<file path="src/rtl/ncpu32k_cdb_arbiter.sv">
// rtl/ncpu32k_cdb_arbiter.sv - commit data bus arbiter selecting one FU commit packet per cycle toward the ROB
//
// Purpose: picks one of WAYS functional-unit commit ports and forwards its
//   packet (data, tag, id) combinationally to the reorder buffer. The search
//   order starts at a pointer that advances past the winner on each handshake
//   (round-robin), or always starts at way 0 (fixed priority).
//
// Configuration macro: NCPU_CDB_ROUND_ROBIN_EN
//   defined   -> round-robin, pointer register present
//   undefined -> fixed priority, lowest valid way wins, no state at all
//
// Ports:
//   clk                in   clock, rising edge
//   rst_n              in   synchronous reset, active HIGH
//   fu_commit_BVALID   in   [WAYS]            per-FU packet valid
//   fu_commit_BREADY   out  [WAYS]            per-FU accept (one-hot or zero)
//   fu_commit_BDATA    in   [WAYS*DW]         packed data, way i at [i*DW +: DW]
//   fu_commit_BTAG     in   [WAYS*TAG_WIDTH]  packed tags
//   fu_commit_id       in   [WAYS*ID_WIDTH]   packed ids
//   rob_commit_BVALID  out  any FU valid
//   rob_commit_BREADY  in   ROB accept
//   rob_commit_BDATA   out  [DW]              granted data, zero when idle
//   rob_commit_BTAG    out  [TAG_WIDTH]       granted tag, zero when idle
//   rob_commit_id      out  [ID_WIDTH]        granted id, zero when idle

`ifndef NCPU_DW
`define NCPU_DW 32
`endif

module ncpu32k_cdb_arbiter #(
  parameter int WAYS      = 4,
  parameter int TAG_WIDTH = 4,
  parameter int ID_WIDTH  = 2
) (
  input  logic                          clk,
  input  logic                          rst_n,
  input  logic [WAYS-1:0]               fu_commit_BVALID,
  output logic [WAYS-1:0]               fu_commit_BREADY,
  input  logic [WAYS*`NCPU_DW-1:0]      fu_commit_BDATA,
  input  logic [WAYS*TAG_WIDTH-1:0]     fu_commit_BTAG,
  input  logic [WAYS*ID_WIDTH-1:0]      fu_commit_id,
  output logic                          rob_commit_BVALID,
  input  logic                          rob_commit_BREADY,
  output logic [`NCPU_DW-1:0]           rob_commit_BDATA,
  output logic [TAG_WIDTH-1:0]          rob_commit_BTAG,
  output logic [ID_WIDTH-1:0]           rob_commit_id
);

  localparam int DW    = `NCPU_DW;
  localparam int PTR_W = (WAYS > 1) ? $clog2(WAYS) : 1;

  logic [PTR_W-1:0] w_ptr;
  logic [WAYS-1:0]  w_grant;
  logic [PTR_W-1:0] w_grant_idx;
  logic             w_grant_any;
  logic [PTR_W:0]   w_probe;
  logic             w_handshake;

  assign w_handshake = w_grant_any & rob_commit_BREADY;

`ifdef NCPU_CDB_ROUND_ROBIN_EN
  logic [PTR_W-1:0] r_ptr;

  // The pointer moves just past the accepted way so that way gets the lowest
  // priority next time; a stalled ROB leaves it (and thus the grant) alone.
  always_ff @(posedge clk) begin
    if (rst_n) begin
      r_ptr <= '0;
    end else if (w_handshake) begin
      r_ptr <= (w_grant_idx == PTR_W'(WAYS - 1)) ? '0 : w_grant_idx + PTR_W'(1);
    end
  end

  assign w_ptr = r_ptr;
`else
  // Fixed priority: the search always begins at way 0 and nothing is stored,
  // so clock, reset and the handshake have no effect on this build.
  logic w_unused_fixed;
  assign w_ptr          = '0;
  assign w_unused_fixed = clk ^ rst_n ^ w_handshake ^ (^w_grant_idx);
`endif

  // Rotating search: probe = (ptr + k) mod WAYS for k = 0..WAYS-1, first valid
  // wins. ptr + k is at most 2*WAYS-2, so one subtraction brings it in range.
  always_comb begin
    w_grant     = '0;
    w_grant_idx = '0;
    w_grant_any = 1'b0;
    w_probe     = '0;
    for (int k = 0; k < WAYS; k++) begin
      w_probe = {1'b0, w_ptr} + (PTR_W + 1)'(k);
      if (w_probe >= (PTR_W + 1)'(WAYS)) begin
        w_probe = w_probe - (PTR_W + 1)'(WAYS);
      end
      if (!w_grant_any && fu_commit_BVALID[w_probe[PTR_W-1:0]]) begin
        w_grant[w_probe[PTR_W-1:0]] = 1'b1;
        w_grant_idx                 = w_probe[PTR_W-1:0];
        w_grant_any                 = 1'b1;
      end
    end
  end

  // AND-OR mux on the one-hot grant; an empty grant yields all zeros.
  always_comb begin
    rob_commit_BDATA = '0;
    rob_commit_BTAG  = '0;
    rob_commit_id    = '0;
    for (int i = 0; i < WAYS; i++) begin
      if (w_grant[i]) begin
        rob_commit_BDATA = rob_commit_BDATA | fu_commit_BDATA[i*DW +: DW];
        rob_commit_BTAG  = rob_commit_BTAG  | fu_commit_BTAG[i*TAG_WIDTH +: TAG_WIDTH];
        rob_commit_id    = rob_commit_id    | fu_commit_id[i*ID_WIDTH +: ID_WIDTH];
      end
    end
  end

  assign rob_commit_BVALID = |fu_commit_BVALID;
  assign fu_commit_BREADY  = w_grant & {WAYS{rob_commit_BREADY}};

endmodule

</file>
<file path="config.mk">
export PLATFORM = sky130hd
export DESIGN_NAME = ncpu32k_cdb_arbiter
export DESIGN_NICKNAME = d
export VERILOG_FILES = /design/src/rtl/ncpu32k_cdb_arbiter.sv
export SDC_FILE = /design/constraint.sdc
export NUM_CORES = 1
export LEC_CHECK = 0
export ABC_AREA = 1
export CELL_PAD_IN_SITES_DETAIL_PLACEMENT = 1
export CELL_PAD_IN_SITES_GLOBAL_PLACEMENT = 1
export CORE_MARGIN = 2
export CORE_UTILIZATION = 15
export DETAILED_ROUTE_END_ITERATION = 8
export PLACE_DENSITY = 0.95
export RECOVER_POWER = 25
export SETUP_SLACK_MARGIN = 0.1
export SLEW_MARGIN = 20
export SYNTH_ARGS = -nofsm -noshare
export SYNTH_HDL_FRONTEND = slang
export SYNTH_SLANG_ARGS = --single-unit
</file>
<file path="constraint.sdc">
create_clock -name vclk -period 1.4
set_input_delay 0.14 -clock vclk [all_inputs]
set_output_delay 0.14 -clock vclk [all_outputs]
set_load 0.005 [all_outputs]
</file>
Word-level counts from Yosys, hierarchy flattened
Index checks and enable logic that the tools add are counted.
{ "totals": {"wordCells": 36, "input_bits": 159, "reg_bits": 0, "output_inout_bits": 43} }
{ "op_classes": {"n_reduce_logical": 7, "n_bitwise": 10, "n_mux": 19} }
{ "op_table": {"columns": ["operator", "n"], "rows": [
  ["$mux 32", 4],
  ["$or 32x32->32", 3],
  ["$mux 4", 5],
  ["$or 4x4->4", 3],
  ["$mux 2", 5],
  ["$or 2x2->2", 3],
  ["$and 4x4->4", 1],
  ["$mux 1", 4],
  ["$reduce_or 4->1", 1],
  ["$logic_and 1x1->1", 3],
  ["$logic_not 1->1", 3],
  ["$mux 3", 1]
]} }

Depth between registers and ports, before layout
Gate-level depths: netlist of run 1.
{ "logic_depth": {"depth_word": 17, "depth_mapped": 8, "ltp_nobuf": 5} }

Worst setup path before layout of run 1
Ideal clock, no wire load.
{ "synth_timing": {"kind": "in2out", "start": "input port fu_commit_BVALID[1]", "end": "output port fu_commit_BREADY[3]", "stages": 6, "setup_slack_ns": 0.448, "arrival_ns": 0.812, "t_required_ns": 1.260, "path_buffers": 3, "cell_sequence": "buf_2 nor2_8 buf_6 buf_6 nand3_1 nor2_1"} }
{ "synth_via": {"elab_chain_len": 9} }
{ "synth_lines": {"columns": ["element", "line", "rtl"], "rows": [
  ["start: declaration", "37", "input logic [WAYS-1:0] fu_commit_BVALID,"],
  ["$logic_and 1x1->1 (*)", "95", "if (!w_grant_any && fu_commit_BVALID[w_probe[PTR_W-1:0]]) begin"],
  ["$mux 1 (*)", "95", null],
  ["$logic_not 1->1", "95", null],
  ["$logic_and 1x1->1", "95", null],
  ["$mux 1 (*)", "95", null],
  ["$logic_not 1->1 (*)", "95", null],
  ["$logic_and 1x1->1 (*)", "95", null],
  ["$mux 4 (*)", "95", null],
  ["$and 4x4->4 (*)", "118", "assign fu_commit_BREADY = w_grant & {WAYS{rob_commit_BREADY}};"],
  ["end: declaration", "38", "output logic [WAYS-1:0] fu_commit_BREADY,"]
]} }
Mark *: on every way between the ends. The rest lies on a longest branch, timed or not.

Worst setup path in the final report of run 1
{ "layout_timing": {"start": "input port fu_commit_BVALID[1]", "end": "output port rob_commit_BDATA[14]"} }
{ "layout_via": {"elab_chain_len": 9, "elab_cells_between_ends": 15, "cone_classes": "mux (8); bitwise (2); reduce/logical (5)"} }
{ "layout_lines": {"columns": ["element", "line", "rtl"], "rows": [
  ["$logic_and 1x1->1 (*)", "95", null],
  ["$mux 2 or $mux 1 (tied branches)", "95", null],
  ["$mux 3 or $logic_not 1->1 (tied branches)", "95", null],
  ["$mux 4 (*)", "95", null],
  ["$mux 32, or another cell as far along", "109", "if (w_grant[i]) begin"],
  ["$or 32x32->32, or another cell as far along", "110", "rob_commit_BDATA = rob_commit_BDATA | fu_commit_BDATA[i*DW +: DW];"],
  ["$mux 32 or $logic_and 1x1->1 (tied branches)", "109, 95", null],
  ["$or 32x32->32 or $mux 4 (tied branches)", "110, 95", null],
  ["$mux 32 (*)", "109", null],
  ["end: declaration", "44", "output logic [`NCPU_DW-1:0] rob_commit_BDATA,"]
]} }
Marked as above.

==> flow_metrics.py, run 1 <==
metrics = {
    "final_layout": {
        "fin_cells": 651,
        "syn2layout_area_growth_pct": 159.7,
        "n_clock_buffer": 0,
        "register_area_um2": 0,
        "n_antenna_cell": 0,
        "seq_cell_count": 0,
        "multi_input_comb_area_um2": 1242,
        "layout.nets": 676,
        "layout-drive-gt1-share_pct": 16.70,
        "fillerInstances": 1287,
    },
    "worst_setup_path": {
        "critPathLaunchType": "input pin",
        "crit_start": "fu_commit_BVALID[1]",
        "end_kind": "output port",
        "cp.required_ps": 1260,
        "arrival_ps": 1180,
        "critPathKind": "in -> out",
        "crit_fanout": 7,
    },
    "global_route": {
        "grt_start_max_net_pins": 22,
        "grt-ovfl-total": 0,
        "gr-usage-all-layers_pct": 19.90,
        "antenna_found_initial": 0,
        "grt_pass1_wl_mm": 17.78,
        "grt_pass1_vias": 3366,
    },
    "sta": {
        "slew_headroom_pct": 81.94,
        "tns_ps": 0,
        "worstMarginPinSlew_ps": 270.9,
        "grt_setup_unrepaired": "true",
        "slew_viol_final": 0,
        "max_freq_ghz": 0.7563,
        "setup_viol": 0,
        "hold_viol": 0,
        "period_share_pct": 94.45,
        "min_period_ps": 1322,
        "fin_hold_ws_ps": 779.0,
    },
    "route": {
        "drt_iter0_markers": 197,
        "wl_met3_um": 972,
        "wl_met1_mm": 4.096,
        "routed-wl-met2_mm": 6.317,
        "drt_pass1_iterations": 4,
        "vias_per_cell": 4.780,
        "totalWireLength_mm": 11.63,
        "drc": 0,
        "post_drt_wl_per_cell_um": 17.86,
        "vias": 3112,
        "highest_layer": "met4",
        "ant_nets": 0,
    },
    "synthesis": {
        "syn-num-nets": 472,
        "synth_area_per_cell_um2": 4.965,
        "yosysTopAreaCell": "nand3_1",
        "yosysWarnings": 0,
        "postSynthCellCount": 313,
        "synth_top_cells_by_area": "nand3_1 (34%), nand2_1 (19%), nand4_1 (15%)",
        "synth_commonest_cells": "nand3_1 (106), nand2_1 (79), nand4_1 (38)",
        "synth_area_um2": 1554,
        "yosys.cell_types.count": 17,
        "synth_top_area_share_pct": 34.14,
        "yosysSeqAreaShare_pct": 0,
        "yosysMostFrequentCell": "nand3_1",
    },
    "pwr": {
        "ir_drop_uv": 107.9,
        "combPwrFrac_pct": 100.0,
        "switching_share_pct": 39.33,
        "static-leakage-power_nw": 1.831,
        "p_total_mw": 1.219,
        "p_per_area_nw_per_um2": 302.0,
        "seqPwrFrac_pct": 0,
        "p_sw_mw": 0.4795,
        "pwr-share-clk_pct": 0,
        "p_int_mw": 0.7395,
    },
    "placed_design": {
        "dp.cells": 633,
        "hpwl_mm": 8.378,
        "portBuffers": 200,
        "gp_congestion": 0.7602,
    },
    "min_path": {
        "hold_depth": 4,
        "hold_path_class": "in -> out",
        "hp-start": "fu_commit_BVALID[0]",
    },
    "floorplanning": {
        "die_area_um2": 11190,
        "rows": 37,
        "initial_utilization_pct": 15.26,
        "die_w_um": 105.8,
        "core_area_um2": 10180,
        "io_pins": 202,
        "die_y_um": 105.8,
    },
    "status": {
        "status": "finished clean",
    },
    "job": {
        "max-cap-violations": 0,
    },
}
-- worst max-delay path: stages --
cell and delay (ps):
buf_12 110, nor2_8 110, buf_12 110, buf_6 100, buf_6 80, buf_6 110
buf_16 130, nand3_1 70, nand3_1 100, buf_2 120
-- placed cells by master, fill, tap and decap left out --
master	instances
clkdlybuf4s50_1	148
nand3_1	99
nand2_1	79
nand4_1	38
inv_1	30
buf_2	19
nand3_2	16
buf_12	16
dlygate4sd2_1	13
buf_4	10
clkinv_1	9
buf_6	7
buf_16	5
dlygate4sd3_1	5
clkbuf_2	5
nor2_1	3
clkbuf_1	3
inv_2	2
clkdlybuf4s15_2	2
clkdlybuf4s15_1	2
inv_4	1
nor2_8	1
nor4_4	1
bufbuf_16	1
-- power by group through the flow --
stage / logic [mW] / registers [mW] / clock network (mW)
final: 1.22 / 0 / 0
after global placement: 1.13 / 0 / 0
after floorplan: 0.360 / 0 / 0
after global routing: 1.31 / 0 / 0
after CTS: 1.24 / 0 / 0
after detailed placement: 1.16 / 0 / 0
-- logic make-up (layout without fill, tap and decap cells) --
logic type | Yosys count | count (layout) | synth area share [%]
and+or+nand+nor | 237 | 237 | 76.73
buffers and inverters | 76 | 278 | 23.27
-- worst paths after layout --
| path | slack (ps) | endpoint |
|---|---|---|
| worst max-delay path | 80 | rob_commit_BDATA[14] |
| worst min-delay path | 780 | fu_commit_BREADY[2] |
-- repair_timing --
item | CTS | global route
setup buffers | 11 | 1
gates resized for setup | 133 | 23
hold buffers | 0 | 0
hold endpoints to repair | 0 | 0
endpoints found under the setup margin | 43 | 29
pin swaps | 9 | 9
cloned | 7 | 0
-- metrics by stage --
stage | utilization [%] | worst slack [ps] | area (um^2)
after floorplan | - | 448.1 | 1554
after global placement | 37.01 | -384.0 | 3770
after detailed placement | 37.01 | -405.4 | 3770
after CTS | 39.98 | 72.21 | 4071
after global routing | 39.63 | 20.77 | 4036
final | 39.63 | 77.69 | 4036
-- layout make-up --
class,count,area share (%)
Tap cell,136,4.216
Multi-Input combinational cell,237,30.78
Inverter,42,3.968
Timing Repair Buffer,236,61.04
-- metal layers --
metal,up-vias,global-route usage (%)
met5,-,0
met4,0,5.639
met3,17,4.267
met2,152,39.72
met1,1477,20.50
li1,1466,-
(Power assumes the default switching activity.)
==> run 2, diff against run 1 <==
--- a/config.mk
+++ b/config.mk
@@ -18,3 +18,4 @@
 export SYNTH_ARGS = -nofsm -noshare
 export SYNTH_HDL_FRONTEND = slang
 export SYNTH_SLANG_ARGS = --single-unit
+export TNS_END_PERCENT = 30
==> run 2 against run 1 <==
  * Critical path type unchanged
  * Worst setup slack worse by 43 ps
  * First-iteration DRC count is 16% lower
  * Power fell by 1.2%
  * Fmax fell by 3.2%
  * Non-clock buffer count unchanged
  * Routed wire length fell by 0.82%
  * Critical path depth unchanged
  * Via count is 0.29% lower
  * Combinational power about the same
  * Flip-flop and latch count stayed put
  * Design area shrank 1.1%
  * Die area is the same
==> flow_metrics.py, run 2 (synthesis results as in run 1) <==
metrics = {
    "floorplanning": {
        "die_area_um2": 11190,
        "die_y_um": 105.8,
        "core_area_um2": 10180,
        "rows": 37,
        "die_w_um": 105.8,
        "initial_utilization_pct": 15.26,
        "io_pins": 202,
    },
    "worst_setup_path": {
        "end_kind": "output port",
        "cpMaxStageDelayCell": "clkbuf_16",
        "cp.required_ps": 1260,
        "critPathLaunchType": "input pin",
        "crit_fanout": 7,
        "arrival_ps": 1230,
        "max_stage_delay_ps": 140,
        "crit_chain": "buf_12 -> nor2_8 -> buf_12 -> buf_8 -> buf_6 -> buf_6 -> clkbuf_16 -> nand3_1 -> nand3_1 -> buf_2",
        "critPathKind": "in -> out",
    },
    "final_layout": {
        "n_clock_buffer": 0,
        "layout_commonest_cell": "clkdlybuf4s50_1",
        "layout-drive-gt1-share_pct": 18.06,
        "fin_cells": 651,
        "layout.nets": 676,
        "design_area_um2": 3993,
        "register_area_um2": 0,
        "seq_cell_count": 0,
        "n_antenna_cell": 0,
        "syn2layout_area_growth_pct": 156.9,
        "final_cell_mix": "clkdlybuf4s50_1 (151), nand3_1 (100), nand2_1 (79), nand4_1 (38), inv_1 (31)",
    },
    "pwr": {
        "switching_share_pct": 39.24,
        "p_sw_mw": 0.4726,
        "static-leakage-power_nw": 1.819,
        "combPwrFrac_pct": 100.0,
        "p_per_area_nw_per_um2": 301.7,
        "p_int_mw": 0.7318,
        "pwr-share-clk_pct": 0,
        "ir_drop_uv": 96.48,
        "seqPwrFrac_pct": 0,
    },
    "sta": {
        "worstMarginPinSlew_ps": 273.2,
        "period_share_pct": 97.53,
        "hold_viol": 0,
        "setup_ws_ps": 34.53,
        "min_period_ps": 1365,
        "slew_viol_final": 0,
        "grt_setup_unrepaired": "true",
        "max_freq_ghz": 0.7323,
        "setup_viol": 0,
        "slew_headroom_pct": 81.78,
        "fin_hold_ws_ps": 842.5,
    },
    "route": {
        "drt_pass1_iterations": 6,
        "ant_nets": 0,
        "drt_iter0_markers": 165,
        "vias": 3103,
        "vias_per_cell": 4.767,
        "drc": 0,
        "post_drt_wl_per_cell_um": 17.71,
        "totalWireLength_mm": 11.53,
    },
    "job": {
        "max-cap-violations": 0,
    },
    "placed_design": {
        "hpwl_mm": 8.378,
        "gp_congestion": 0.7602,
        "dp_worst_setup_slack_ps": -405.4,
        "portBuffers": 200,
        "placed_cell_area_um2": 3770,
        "dp.cells": 633,
    },
    "global_route": {
        "antenna_found_initial": 0,
        "grt_pass1_vias": 3308,
        "grt_pass1_wl_mm": 17.39,
        "grt_start_max_net_pins": 22,
        "grt-ovfl-total": 0,
        "gr-usage-all-layers_pct": 19.45,
    },
    "status": {
        "status": "finished clean",
    },
    "min_path": {
        "hold_path_class": "in -> out",
    },
}
==> run 2: changes by cell type in the layout (fill, tap and decap cells not counted), moves of 2 or more <==
cell	delta
buf_2	+2
buf_4	+2
buf_6	-4
buf_8	+2
clkbuf_1	-3
clkbuf_2	+8
clkdlybuf4s50_1	+3
dlygate4sd2_1	-9
dlygate4sd3_1	-3
==> run 2: final timing paths <==
| kind | to | from | cells past startpoint |
|---|---|---|---|
| max | rob_commit_BDATA[11] | fu_commit_BVALID[1] | 10 |
| min | fu_commit_BREADY[3] | fu_commit_BVALID[2] | 6 |
==> run 2: cell type report <==
cell class	instances	area, um^2
fillers	1279	6192
inverters	42	160.2
multi-input cells	237	1229
well taps	136	170.2
repair buffers	236	2434
==> run 2: power groups by stage <==
stage                     registers, mW  logic, mW  clock network [mW]
final                                 0       1.20                   0
after global routing                  0       1.30                   0
after CTS                             0       1.19                   0
after detailed placement              0       1.16                   0
after global placement                0       1.13                   0
after floorplan                       0      0.360                   0
==> run 2: worst max-delay path, delay by kind of cell <==
kind,cells,cell delay (ps)
buffers and inverters,7,780
and+or+nand+nor,3,310
==> run 2: what timing repair did <==
| action | CTS | global route |
|---|---|---|
| gates cloned | 5 | 1 |
| hold buffers | 0 | 0 |
| resized for setup | 115 | 49 |
| buffers inserted | 7 | 5 |
| pin swaps | 9 | 12 |
| endpoints found under the setup margin | 43 | 26 |
==> run 2: through the flow <==
| stage | TNS (ps) | power, mW | util (%) |
|---|---|---|---|
| after detailed placement | -13720 | 1.165 | 37.01 |
| after global routing | -43.72 | 1.297 | 39.20 |
| after floorplan | 0 | 0.3595 | - |
| after CTS | -477.6 | 1.194 | 38.70 |
| final | 0 | 1.204 | 39.20 |
| after global placement | -13070 | 1.126 | 37.01 |
==> run 2: per-layer routing <==
metal / wire length, um / vias to the layer above / GRT usage (%) / share of wire (%)
li1: - / 1467 / - / -
met1: 4135 / 1463 / 19.87 / 36
met2: 6250 / 152 / 39.31 / 54
met3: 903 / 21 / 4.329 / 7.8
met4: 241 / 0 / 4.699 / 2.1
met5: 0 / - / 0 / 0
